File: src/rtl/vga_pkg.sv
// Shared VGA definitions: nominal 800x600 raster constants, the sync bundle
// carried alongside pixel data, and a helper to size framebuffer addresses.
package vga_pkg;

    localparam int VGA_HSIZE = 800;
    localparam int VGA_VSIZE = 600;
    localparam int VGA_PIX_W = 8;

    typedef struct packed {
        logic hsync;
        logic vsync;
        logic de;
    } sync_t;

    // Address bits needed for a source frame replicated by 2^scale_log2.
    function automatic int fb_addr_w(input int hsize, input int vsize, input int scale_log2);
        return $clog2((hsize >> scale_log2) * (vsize >> scale_log2));
    endfunction

endpackage

File: src/rtl/vga_fb_scanout_if.sv
// Framebuffer read port between the scanout stage and a synchronous-read RAM.
interface vga_fb_scanout_if #(
    parameter int ADDR_W = 19,
    parameter int PIX_W  = 8
);
    // fb_rd_en qualifies fb_addr for exactly one cycle. There is no ready: the
    // RAM accepts every strobe and presents fb_rdata a fixed RD_LAT cycles later.
    logic              fb_rd_en;
    logic [ADDR_W-1:0] fb_addr;
    logic [PIX_W-1:0]  fb_rdata;

    modport master (output fb_rd_en, output fb_addr, input fb_rdata);
    modport slave  (input fb_rd_en, input fb_addr, output fb_rdata);

endinterface

File: src/rtl/vga_sync_delay.sv
// Fixed-depth shift register for the {hsync, vsync, de} bundle; each bit
// resets to its own inactive level so blanking is clean out of reset.
module vga_sync_delay #(
    parameter int         DEPTH   = 3,
    parameter logic [2:0] RST_VAL = 3'b000
) (
    input  logic       clk,
    input  logic       rst_n,
    input  logic [2:0] d,
    output logic [2:0] q
);

    logic [2:0] stage [DEPTH];

    always_ff @(posedge clk) begin
        if (!rst_n) begin
            for (int i = 0; i < DEPTH; i++) begin
                stage[i] <= RST_VAL;
            end
        end else begin
            stage[0] <= d;
            for (int i = 1; i < DEPTH; i++) begin
                stage[i] <= stage[i-1];
            end
        end
    end

    assign q = stage[DEPTH-1];

endmodule

File: src/rtl/vga_fb_scanout.sv
// Framebuffer scanout: turns raster position into replicated framebuffer read
// addresses and realigns sync/de with the pixel returned RD_LAT cycles later.
module vga_fb_scanout
    import vga_pkg::*;
#(
    parameter int WIDTH      = 12,
    parameter int HSIZE      = VGA_HSIZE,
    parameter int VSIZE      = VGA_VSIZE,
    parameter int SCALE_LOG2 = 1,
    parameter int ADDR_W     = 19,
    parameter int PIX_W      = VGA_PIX_W,
    parameter int RD_LAT     = 2,
    parameter bit HSPP       = 1'b1,
    parameter bit VSPP       = 1'b1
) (
    input  logic               clk,
    input  logic               rst_n,
    input  logic [WIDTH-1:0]   in_hdata,
    input  logic [WIDTH-1:0]   in_vdata,
    input  logic               in_hsync,
    input  logic               in_vsync,
    input  logic               in_de,
    vga_fb_scanout_if.master   fb,
    output logic               out_hsync,
    output logic               out_vsync,
    output logic               out_de,
    output logic [PIX_W-1:0]   out_pixel
);

    localparam int                SRC_W    = HSIZE >> SCALE_LOG2;
    localparam logic [1:0]        REP_MAX  = 2'((1 << SCALE_LOG2) - 1);
    localparam logic [WIDTH-1:0]  H_LAST   = WIDTH'(HSIZE - 1);
    localparam logic [WIDTH-1:0]  V_LAST   = WIDTH'(VSIZE - 1);
    localparam logic [ADDR_W-1:0] ROW_STEP = ADDR_W'(SRC_W);

    logic [ADDR_W-1:0] addr_cur, addr_cur_nxt;
    logic [ADDR_W-1:0] line_base, line_base_nxt;
    logic [1:0]        hrep, hrep_nxt;
    logic [1:0]        vrep, vrep_nxt;

    logic [ADDR_W-1:0] addr_eff, base_eff;
    logic [1:0]        hrep_eff, vrep_eff;
    logic              resync, line_end, frame_end;

    logic              rd_en_q;
    logic [ADDR_W-1:0] fb_addr_q;

    // A visible pixel at the raster origin restarts the walk from a clean state,
    // so all arithmetic below runs on the "effective" (possibly zeroed) counters.
    always_comb begin
        resync    = in_de && (in_hdata == '0) && (in_vdata == '0);
        line_end  = (in_hdata == H_LAST);
        frame_end = line_end && (in_vdata == V_LAST);

        addr_eff = resync ? '0 : addr_cur;
        base_eff = resync ? '0 : line_base;
        hrep_eff = resync ? '0 : hrep;
        vrep_eff = resync ? '0 : vrep;

        addr_cur_nxt  = addr_cur;
        line_base_nxt = line_base;
        hrep_nxt      = hrep;
        vrep_nxt      = vrep;

        if (in_de) begin
            if (frame_end) begin
                addr_cur_nxt  = '0;
                line_base_nxt = '0;
                hrep_nxt      = '0;
                vrep_nxt      = '0;
            end else if (line_end) begin
                hrep_nxt = '0;
                if (vrep_eff == REP_MAX) begin
                    vrep_nxt      = '0;
                    line_base_nxt = base_eff + ROW_STEP;
                    addr_cur_nxt  = base_eff + ROW_STEP;
                end else begin
                    // Replay the same source row for the next output line.
                    vrep_nxt      = vrep_eff + 2'd1;
                    line_base_nxt = base_eff;
                    addr_cur_nxt  = base_eff;
                end
            end else begin
                line_base_nxt = base_eff;
                vrep_nxt      = vrep_eff;
                if (hrep_eff == REP_MAX) begin
                    hrep_nxt     = '0;
                    addr_cur_nxt = addr_eff + 1'b1;
                end else begin
                    hrep_nxt     = hrep_eff + 2'd1;
                    addr_cur_nxt = addr_eff;
                end
            end
        end
    end

    always_ff @(posedge clk) begin
        if (!rst_n) begin
            addr_cur  <= '0;
            line_base <= '0;
            hrep      <= '0;
            vrep      <= '0;
            rd_en_q   <= 1'b0;
            fb_addr_q <= '0;
        end else begin
            addr_cur  <= addr_cur_nxt;
            line_base <= line_base_nxt;
            hrep      <= hrep_nxt;
            vrep      <= vrep_nxt;
            rd_en_q   <= in_de;
            if (in_de) begin
                fb_addr_q <= addr_eff;
            end
        end
    end

    assign fb.fb_rd_en = rd_en_q;
    assign fb.fb_addr  = fb_addr_q;

    // Sync bundle travels address register + RAM latency, then shares the
    // output register with the pixel so both leave on the same edge.
    sync_t sync_in, sync_dly;

    assign sync_in = '{hsync: in_hsync, vsync: in_vsync, de: in_de};

    vga_sync_delay #(
        .DEPTH   (RD_LAT + 1),
        .RST_VAL ({~HSPP, ~VSPP, 1'b0})
    ) u_sync_delay (
        .clk   (clk),
        .rst_n (rst_n),
        .d     (sync_in),
        .q     (sync_dly)
    );

    always_ff @(posedge clk) begin
        if (!rst_n) begin
            out_hsync <= ~HSPP;
            out_vsync <= ~VSPP;
            out_de    <= 1'b0;
            out_pixel <= '0;
        end else begin
            out_hsync <= sync_dly.hsync;
            out_vsync <= sync_dly.vsync;
            out_de    <= sync_dly.de;
            out_pixel <= sync_dly.de ? fb.fb_rdata : '0;
        end
    end

endmodule
File: src/flat_wrapper.sv
// flat-port wrapper written by rule: the top's interface ports become plain ports
module vga_fb_scanout_flat import vga_pkg::*;
#(
    parameter int WIDTH      = 12,
    parameter int HSIZE      = VGA_HSIZE,
    parameter int VSIZE      = VGA_VSIZE,
    parameter int SCALE_LOG2 = 1,
    parameter int ADDR_W     = 19,
    parameter int PIX_W      = VGA_PIX_W,
    parameter int RD_LAT     = 2,
    parameter bit HSPP       = 1'b1,
    parameter bit VSPP       = 1'b1
)
  (clk, rst_n, in_hdata, in_vdata, in_hsync, in_vsync, in_de, out_hsync, out_vsync, out_de, out_pixel, fb_fb_rd_en, fb_fb_addr, fb_fb_rdata);
  vga_fb_scanout_if #(.ADDR_W(ADDR_W), .PIX_W(PIX_W)) fb_i ();
  input  logic clk;
  input  logic rst_n;
  input  logic [WIDTH-1:0] in_hdata;
  input  logic [WIDTH-1:0] in_vdata;
  input  logic in_hsync;
  input  logic in_vsync;
  input  logic in_de;
  output logic out_hsync;
  output logic out_vsync;
  output logic out_de;
  output logic [PIX_W-1:0] out_pixel;
  output wire logic [$bits(fb_i.fb_rd_en)-1:0] fb_fb_rd_en;
  output wire logic [$bits(fb_i.fb_addr)-1:0] fb_fb_addr;
  input wire logic [$bits(fb_i.fb_rdata)-1:0] fb_fb_rdata;
  assign fb_fb_rd_en = fb_i.fb_rd_en;
  assign fb_fb_addr = fb_i.fb_addr;
  assign fb_i.fb_rdata = fb_fb_rdata;
  vga_fb_scanout #(.WIDTH(WIDTH), .HSIZE(HSIZE), .VSIZE(VSIZE), .SCALE_LOG2(SCALE_LOG2), .ADDR_W(ADDR_W), .PIX_W(PIX_W), .RD_LAT(RD_LAT), .HSPP(HSPP), .VSPP(VSPP)) u_core (.clk(clk), .rst_n(rst_n), .in_hdata(in_hdata), .in_vdata(in_vdata), .in_hsync(in_hsync), .in_vsync(in_vsync), .in_de(in_de), .fb(fb_i), .out_hsync(out_hsync), .out_vsync(out_vsync), .out_de(out_de), .out_pixel(out_pixel));
endmodule
File: config.mk
export PLATFORM = sky130hd
export DESIGN_NAME = vga_fb_scanout_flat
export DESIGN_NICKNAME = d
export VERILOG_FILES = /design/src/rtl/vga_pkg.sv /design/src/rtl/vga_fb_scanout_if.sv /design/src/rtl/vga_sync_delay.sv /design/src/rtl/vga_fb_scanout.sv /design/src/flat_wrapper.sv
export SDC_FILE = /design/constraint.sdc
export NUM_CORES = 1
export LEC_CHECK = 0
export ABC_AREA = 1
export CAP_MARGIN = 20
export CORE_ASPECT_RATIO = 0.8
export CORE_MARGIN = 2
export CORE_UTILIZATION = 35
export CTS_CLUSTER_SIZE = 14
export DETAILED_ROUTE_END_ITERATION = 10
export DONT_BUFFER_PORTS = 1
export PLACE_DENSITY = 0.61
export SLEW_MARGIN = 0
export SYNTH_ARGS = -nofsm -noshare
export SYNTH_HDL_FRONTEND = slang
export SYNTH_SLANG_ARGS = --single-unit
File: constraint.sdc
create_clock -name clk -period 2.5 [get_ports clk]
set_input_delay 0.25 -clock clk [delete_from_list [all_inputs] [get_ports clk]]
set_output_delay 0.25 -clock clk [all_outputs]
set_load 0.05 [all_outputs]
==> flow_summary.yaml, run 1 <==
run_status:
  outcome: "finished, final reports clean"
global_route:
  grt_util_all_layers_pct: 17.2
  antenna_found_initial: 0
  grt_pass1_vias: 3917
  grt_pass1_wl_um: 18700
  overflow: 0
  grt_max_degree: 43
floorplanning:
  num_rows: 36
  initial_core_util_pct: 36.1
  die-height_um: 105
  pin_count: 68
  core_area_sq_um: 12300
  dieArea_sq_um: 13600
  die_w_um: 130
layout:
  drive_gt1_share_pct: 9.09
  area_growth_pct: 10.5
  diodes: 0
  fin_nets: 716
  instances_no_fill: 853
  design_area_sq_um: 4890
  final_cell_mix: "nand2_1, inv_1, dfxtp_1, nand3_1, a21oi_1"
  final_common_cell: "nand2_1"
  register_area_sq_um: 1620
  multi_input_area_sq_um: 2270
  nFillCells: 1320
yosys:
  synth-seq-cells: 81
  synth_area_leaders: "dfxtp_1, nand2_1, nand3_1"
  syn-num-nets: 721
  synth_warnings: 0
  ys_seq_area_share_pct: 36.6
  synth_area_sq_um: 4430
  synth_top_cell_by_area: "dfxtp_1"
  yosysTopAreaCellShare_pct: 36.6
  async_reset_ff_share_pct: 0
  synth.distinct_cells: 34
  synthCells: 682
  synth-main-ff-cell: "dfxtp_1"
  synth_edf_count: 0
  avgSynthCellArea_sq_um: 6.49
placement:
  dpl.hpwl_um: 8210
  dpl_cell_area_sq_um: 4550
  numPortBuffers: 0
  place.gp.congestion: 0.906
  dp_cells: 833
drt:
  firstDrtPassIters: 5
  dr.first_iter.drc_count: 349
  wl_per_cell_um: 13.3
  vias: 4248
  vias_per_cell: 4.98
  drc: 0
  antenna_left: 0
  wl_um: 11300
setup_path:
  worstSetupPathType: "flop to flop"
  cp-startpoint: "u_core.line_base[4]$_SDFFE_PN0P_"
  end_kind: "flop"
  cp.arrival_ns: 2.26
  timing.rr.start: "u_core.line_base[4]$_SDFFE_PN0P_"
  path_max_fanout: 4
  critPathLaunchType: "flop"
  crit_required_ns: 2.76
min_path:
  hp-start: "rst_n"
  holdCritPathClass: "primary input to flop"
cts:
  cts.sinks: 81
  clockRootBuffer: "clkbuf_16"
  clock_latency_ns: 0.34
  htree_levels: 3
  numCtsBuffers: 9
  clockBufferDepth: 2
  post-cts-setup-buffers: 0
  clk_pin_slew_worst_paths_ns: 0.06
  tritoncts: "done"
timing:
  maxSlewHeadroom_pct: 48.3
  fin_crit_ns: 1.99
  setup_viol: 0
  finClkSkew_ns: 0.00466
  hold_viol: 0
  drv_slew: 0
  worst_pin_slew_ns: 0.775
  setup-tns-final_ns: 0
  period_share_pct: 79.8
  max_freq_mhz: 501
  rsz0062_at_grt: "no"
job:
  cap_violations: 0
power:
  ir_worst_vdd_v: 0.000336
  p_leak_uw: 0.00205
  p_per_area_nw_per_um2: 582
-- worst paths after layout --
kind	cells after the start	end	slack, ns
worst max register to register	13	u_core.addr_cur[14]$_SDFFE_PN0P_	0.51
worst min register to register	2	u_core.u_sync_delay.stage[0][8]$_SDFF_PN0_	0.41
worst min-delay path	2	u_core.out_vsync$_SDFF_PN0_	0.009
worst max-delay path	13	u_core.addr_cur[14]$_SDFFE_PN0P_	0.51
-- layer usage --
| metal | vias to the layer above | routed length, um | GRT usage (%) | part of all wire (%) |
|---|---|---|---|---|
| li1 | 2170 | - | - | - |
| met1 | 1935 | 5420 | 23.9 | 48 |
| met2 | 133 | 5040 | 26.9 | 44 |
| met3 | 10 | 741 | 3.89 | 6.5 |
| met4 | 0 | 123 | 4.22 | 1.1 |
| met5 | - | 0 | 0 | 0 |
-- state kept, by name, summed over array words and instances, names as in the netlist --
name,cells
u_core.out_de,1
u_core.out_hsync,1
u_core.u_sync_delay.stage,9
u_core.out_pixel,8
u_core.hrep,2
u_core.addr_cur,19
u_core.out_vsync,1
u_core.fb.fb_addr,19
u_core.vrep,2
u_core.line_base,19
-- power by group --
part / internal, uW / leakage (uW) / switching (uW)
sequential: 1320 / 0.000658 / 78.9
combinational: 38.3 / 0.00125 / 78.1
clock: 782 / 0.000143 / 549
total: 2140 / 0.00205 / 706
-- synth_stat cells (3+ instances only) --
library cell	count
o21bai_1	6
nand2_2	12
nand3_1	74
clkbuf_1	16
xor2_1	3
nor3_1	8
o21ai_0	36
a21oi_1	61
nand4_1	7
buf_4	3
buf_6	3
nand3_2	4
buf_2	4
o21ai_1	6
nor2_4	4
nor2_2	7
inv_1	97
buf_1	3
nand2_1	167
nor3_2	3
nor2_1	60
dfxtp_1	81
-- through the flow --
step / total power, uW / setup WS [ns] / hold WS (ns) / utilization [%]
final: 2840 / 0.505 / 0.00929 / 39.9
after global routing: 2970 / 0.231 / 0.000252 / 39.9
after CTS: 2870 / 0.530 / 0.000179 / 39.7
after detailed placement: 1540 / 0.210 / 0.350 / 37.1
after global placement: 1530 / 0.251 / 0.347 / 37.1
after floorplan: 1520 / 0.229 / 0.348 / -
-- logic make-up (layout without fill, tap and decap cells) --
group | after synthesis | after routing | share of synthesized area [%]
xor gates and xnor gates | 3 | 3 | 0.594
and+or+nand+nor | 353 | 353 | 36.3
DFF | 81 | 81 | 36.6
buffers and inverters | 129 | 129 | 12.2
AOI/OAI and AO/OA | 114 | 114 | 13.7
adders and majority gates | 2 | 2 | 0.565
-- timing repair --
item / in CTS / in global routing
hold endpoints to repair: 3 / 4
gates resized for setup: 0 / 0
hold buffers: 2 / 2
-- worst max-delay path, stage by stage, from the launching register on --
cell	delay, ns
dfxtp_1	0.38
inv_1	0.05
nor2_1	0.18
ha_1	0.21
inv_1	0.06
nor2_1	0.13
nand4_1	0.12
nand2_1	0.13
nand2_2	0.08
nor2_1	0.13
nand3_1	0.09
nand3_1	0.11
nand3_1	0.08
a21oi_1	0.17
-- final cells by class --
type,count,share of cell area [%]
multi-input combinational,472,46.3
sequential,81,33.2
inverter,99,7.60
clock buffer,9,4.61
tap,171,4.38
timing repair buffer,14,2.35
clock inverter,7,1.56
Power figures use the tool's default switching activity.
==> run 2, diff against run 1 <==
Clock period 2.5 ns to 2.1 ns, I/O delays scaled along.
==> run 2 against run 1 <==
Compared with the run above: combinational power increased by 50%; critical path depth unchanged; die area unchanged; fmax increased by 6.1%; first-iteration DRC count decreased by 0.57%; wire length increased by 7.9%; non-clock buffer count increased by 14; clock-buffer cell count unchanged; flip-flop and latch count unchanged; hold slack improved by 0.0016 ns; critical path type unchanged.
==> flow_summary.yaml, run 2 (synthesis gave the netlist of run 1 again) <==
timing:
  fin_crit_ns: 1.88
  rsz0062_at_grt: "no"
  drv_slew: 0
  period_share_pct: 89.5
  finClkSkew_ns: 0.00430
  max_freq_mhz: 532
  maxSlewHeadroom_pct: 43.8
  worst_pin_slew_ns: 0.840
  setup_viol: 0
  hold_viol: 0
drt:
  vias: 4331
  wl_per_cell_um: 14.1
  drc: 0
  vias_per_cell: 5.00
  antenna_left: 0
  firstDrtPassIters: 5
  wl_um: 12200
  dr.first_iter.drc_count: 347
setup_path:
  crit_required_ns: 2.37
  regToRegEndpoint: "u_core.addr_cur[16]$_SDFFE_PN0P_"
  critPathLaunchType: "flop"
  timing.rr.start: "u_core.line_base[4]$_SDFFE_PN0P_"
  path_max_fanout: 4
  worstSetupPathType: "flop to flop"
  r2r_cells: 13
  cp.arrival_ns: 2.15
  rrSetupSlack_ns: 0.22
  end_kind: "flop"
min_path:
  hp-start: "rst_n"
  holdCritPathClass: "primary input to flop"
  holdPathEnd: "u_core.fb.fb_addr[17]$_SDFFE_PN0P_"
  hold-path-cell-count: 2
cts:
  clk_pin_slew_worst_paths_ns: 0.06
  numCtsBuffers: 9
  clockRootBuffer: "clkbuf_16"
  htree_levels: 3
  clockBufferDepth: 2
  tritoncts: "done"
  clock_latency_ns: 0.34
  cts.sinks: 81
  post-cts-setup-buffers: 0
layout:
  diodes: 0
  final_common_cell: "nand2_1"
  design_area_sq_um: 5110
  instances_no_fill: 867
  area_growth_pct: 15.3
  nFillCells: 1257
  final_cell_mix: "nand2_1, inv_1, dfxtp_1, nand3_1, a21oi_1"
  drive_gt1_share_pct: 10.6
  fin_nets: 730
  utilization_pct: 41.7
floorplanning:
  num_rows: 36
  die-height_um: 105
  core_area_sq_um: 12300
  dieArea_sq_um: 13600
  die_w_um: 130
  initial_core_util_pct: 36.1
  pin_count: 68
global_route:
  grt_pass1_wl_um: 20100
  grt_pass1_vias: 4141
  overflow: 0
  grt_util_all_layers_pct: 18.7
  antenna_found_initial: 0
  grt_max_degree: 39
placement:
  numPortBuffers: 0
  dp_cells: 839
  dpl_cell_area_sq_um: 4630
  place.gp.congestion: 0.890
  dpl.hpwl_um: 8550
run_status:
  outcome: "finished, final reports clean"
power:
  p_per_area_nw_per_um2: 710
  p_leak_uw: 0.00215
  ir_worst_vdd_v: 0.000443
job:
  cap_violations: 0
run 2: worst max path at each step:
stage,start,endpoint,slack [ns],cells past startpoint
after detailed placement,in_hdata[8],u_core.addr_cur[16]$_SDFFE_PN0P_,-0.19,15
after floorplan,in_de,u_core.addr_cur[14]$_SDFFE_PN0P_,0.02,19
after CTS,in_vdata[6],u_core.addr_cur[16]$_SDFFE_PN0P_,0.17,19
after global placement,in_hdata[8],u_core.addr_cur[16]$_SDFFE_PN0P_,-0.14,15
after global routing,u_core.addr_cur[1]$_SDFFE_PN0P_,u_core.addr_cur[14]$_SDFFE_PN0P_,0.006,12
final,u_core.line_base[4]$_SDFFE_PN0P_,u_core.addr_cur[16]$_SDFFE_PN0P_,0.22,13
run 2: metal layers:
metal  routed length (um)  up-vias  part of all wire (%)  GRT usage, %
li1                     -     2194                     -             -
met1                 5720     1986                    47          24.5
met2                 5540      128                    45          30.1
met3                  701       23                   5.7          4.66
met4                  265        0                   2.2          5.84
met5                    0        -                     0             0
run 2: worst max-delay path: stages, from the launching register on:
cell     delay [ns]
dfxtp_1        0.38
inv_1          0.07
nor2_2         0.15
ha_1           0.20
inv_1          0.06
nor2_1         0.13
nand3_1        0.13
nand3_2        0.11
nand2_1        0.09
nor2_1         0.09
nand2_1        0.05
nand3_1        0.11
nand3_1        0.10
a21oi_1        0.15
run 2: through the flow:
step           setup TNS [ns]  worst slack, ns  total power, uW  hold WS, ns
5_1_grt                     0          0.00593             3760      0.00693
3_3_place_gp           -0.721           -0.138             1840        0.307
3_5_place_dp            -1.39           -0.186             1840        0.309
4_1_cts                     0            0.168             3660      0.00279
6_report                    0            0.220             3630       0.0109
2_1_floorplan               0           0.0238             1820        0.308
run 2: repair_timing:
| item | in CTS | in global routing |
|---|---|---|
| endpoints found under the hold margin | 38 | 0 |
| endpoints found under the setup margin | 0 | 9 |
| resized for setup | 0 | 3 |
| hold buffers | 12 | 0 |
run 2: layout make-up:
cell class | count | area (sq um) | area share (%)
well taps | 171 | 214 | 4.19
clock inverters | 7 | 119 | 2.33
repair buffers | 28 | 253 | 4.95
flip-flops and latches | 81 | 1620 | 31.8
inverters | 99 | 372 | 7.28
clock buffers | 9 | 225 | 4.41
multi-input cells | 472 | 2300 | 45.1
run 2: power by group:
part,total [uW],internal [uW],switching [uW]
clock,1790,1160,629
combinational,174,63.3,111
sequential,1660,1570,95.1
total,3630,2790,835
==> run 3, diff against run 2 <==
Settings changed: SYNTH_HIERARCHICAL from default to 1.
==> run 3 against run 2 <==
Compared with the run above: via count shrank 2.3%; sequential power is essentially flat; synthesized cell count shrank 5.4%; flip-flop and latch count grew 1; utilization grew 0.62 points; synthesized area shrank 2.0%; total power shrank 5.7%; wire length shrank 5.6%; largest cell class unchanged; largest power group is now sequential cells.
==> flow_summary.yaml, run 3 <==
run_status:
  outcome: "finished, final reports clean"
layout:
  diodes: 0
  drive_gt1_share_pct: 15.0
  design_area_sq_um: 5120
  instances_no_fill: 831
  area_growth_pct: 18.1
  final_cell_mix: "nand2_1, inv_1, dfxtp_1, a21oi_1, nor2_1"
  fin_nets: 713
  final_common_cell: "nand2_1"
cts:
  tritoncts: "done"
  clk_pin_slew_worst_paths_ns: 0.07
  htree_levels: 3
  ctsHoldBuffers: 14
  cts_resized: 0
  post-cts-setup-buffers: 0
  clockRootBuffer: "clkbuf_16"
  clockBufferDepth: 2
  clock_latency_ns: 0.35
  numCtsBuffers: 9
  cts.sinks: 82
yosys:
  synth_most_common_cell: "nand2_1"
  synth_top_cell_by_area: "dfxtp_1"
  syn-num-nets: 684
  synth-main-ff-cell: "dfxtp_1"
  avgSynthCellArea_sq_um: 6.73
  yosysTopAreaCellShare_pct: 37.8
  synth_area_sq_um: 4340
  synth.distinct_cells: 36
  ys_seq_area_share_pct: 37.8
  synthTopCellsByCount: "nand2_1, inv_1, dfxtp_1, a21oi_1, nor2_1"
  synth-seq-cells: 82
  async_reset_ff_share_pct: 0
  synthCells: 645
  synth_area_leaders: "dfxtp_1, nand2_1, a21oi_1"
  synth_warnings: 6
  synth_edf_count: 0
setup_path:
  rrSetupSlack_ns: 0.28
  cpMostUsedCell: "dlygate4sd3_1"
  worstSetupPathType: "primary input to flop"
  cp.arrival_ns: 2.08
  regToRegEndpoint: "u_core/addr_cur[16]$_SDFFE_PN0P_"
  timing.rr.start: "u_core/line_base[4]$_SDFFE_PN0P_"
  end_kind: "flop"
  r2r_cells: 12
  crit_path_top_delay_cell: "dlygate4sd3_1"
  slowest_delay_ns: 1.13
  critPathLaunchType: "primary input"
  crit_chain: "dlygate4sd3_1 > a21oi_1 > dlygate4sd3_1"
  path_max_fanout: 25
  crit_required_ns: 2.34
drt:
  drc: 0
  vias_per_cell: 5.09
  vias: 4233
  firstDrtPassIters: 5
  dr.first_iter.drc_count: 338
  antenna_left: 0
  wl_per_cell_um: 13.9
  wl_um: 11500
global_route:
  grt_util_all_layers_pct: 17.9
  grt_max_degree: 40
  antenna_found_initial: 0
  grt_pass1_vias: 3989
  overflow: 0
  grt_pass1_wl_um: 19100
placement:
  dpl_cell_area_sq_um: 4680
  dpl.hpwl_um: 7870
  pre_cts_ws_ns: -0.0620
  numPortBuffers: 0
  dp_cells: 800
  place.gp.congestion: 0.846
power:
  p_per_area_nw_per_um2: 668
  power.switching_uw: 927
  pwr-share-clk_pct: 45.3
  seq_power_share_pct: 49.1
  switching_share_pct: 27.1
  p_leak_uw: 0.00214
  p_int_uw: 2490
  p_comb_share_pct: 5.5
  ir_worst_vdd_v: 0.000373
floorplanning:
  die-height_um: 104
  dieArea_sq_um: 13300
  pin_count: 68
  num_rows: 36
  die_w_um: 128
  core_area_sq_um: 12100
  initial_core_util_pct: 35.8
timing:
  fin_crit_ns: 1.84
  hold-worst-slack_ns: 0.0125
  finClkSkew_ns: 0.00842
  max_freq_mhz: 542
  worst_slack_ns: 0.256
  period_share_pct: 87.8
  rsz0062_at_grt: "no"
  hold_viol: 0
  drv_slew: 0
  setup_viol: 0
  maxSlewHeadroom_pct: 39.1
  worst_pin_slew_ns: 0.910
  setup-tns-final_ns: 0
job:
  cap_violations: 0
min_path:
  hp-start: "rst_n"
  holdPathEnd: "u_core/fb.fb_addr[12]$_SDFFE_PN0P_"
  holdCritPathClass: "primary input to flop"
  hold-path-cell-count: 2
## run 3: cell type report
type / instances / area (sq um)
Fill cell: 1229 / 6990
Tap cell: 152 / 190
Clock inverter: 7 / 71.3
Sequential cell: 82 / 1640
Inverter: 95 / 357
Clock buffer: 9 / 225
Timing Repair Buffer: 48 / 435
Multi-Input combinational cell: 438 / 2200
## run 3: worst max path at each step
stage                     slack (ns)                           endpoint         start  depth (start not counted)
after floorplan                0.006   u_core/addr_cur[12]$_SDFFE_PN0P_   in_hdata[7]                         20
after global placement         0.008   u_core/addr_cur[12]$_SDFFE_PN0P_   in_hdata[8]                         16
after detailed placement       -0.06   u_core/addr_cur[12]$_SDFFE_PN0P_  in_hdata[10]                         16
after CTS                       0.28   u_core/addr_cur[12]$_SDFFE_PN0P_  in_hdata[10]                         16
after global routing            0.02   u_core/addr_cur[12]$_SDFFE_PN0P_   in_vdata[9]                         16
final                           0.26  u_core/fb.fb_addr[1]$_SDFFE_PN0P_         in_de                          3
## run 3: power groups by stage
stage	clock [uW]	combinational, uW	sequential [uW]
after global placement	0	146	1720
after CTS	1590	186	1680
final	1550	189	1680
after floorplan	0	132	1710
after global routing	1640	215	1680
after detailed placement	0	150	1720
## run 3: layer usage
layer / track usage (%) / wire [um] / vias to the layer above
met3: 4.49 / 757 / 28
li1: - / - / 2121
met5: 0 / 0 / -
met1: 24.8 / 5520 / 1922
met4: 5.34 / 262 / 0
met2: 27.5 / 5000 / 162
## run 3: worst max-delay path: cells and delay by family
| kind | cells | cell delay [ns] |
|---|---|---|
| buf+inv | 2 | 1.72 |
| compound gates | 1 | 0.15 |
## run 3: cell families after synthesis
logic type	after synthesis	synth area share [%]
adders and majority gates	2	0.577
buffers and inverters	125	12.3
and+or+nand+nor	305	32.7
xor gates and xnor gates	9	1.82
DFF	82	37.8
AOI/OAI and AO/OA	122	14.8
## run 3: through the flow
| stage | util (%) | total power, uW |
|---|---|---|
| floorplan | - | 1840 |
| global placement | 38.6 | 1860 |
| detailed placement | 38.6 | 1870 |
| CTS | 42.2 | 3460 |
| global route | 42.3 | 3540 |
| finish | 42.3 | 3420 |
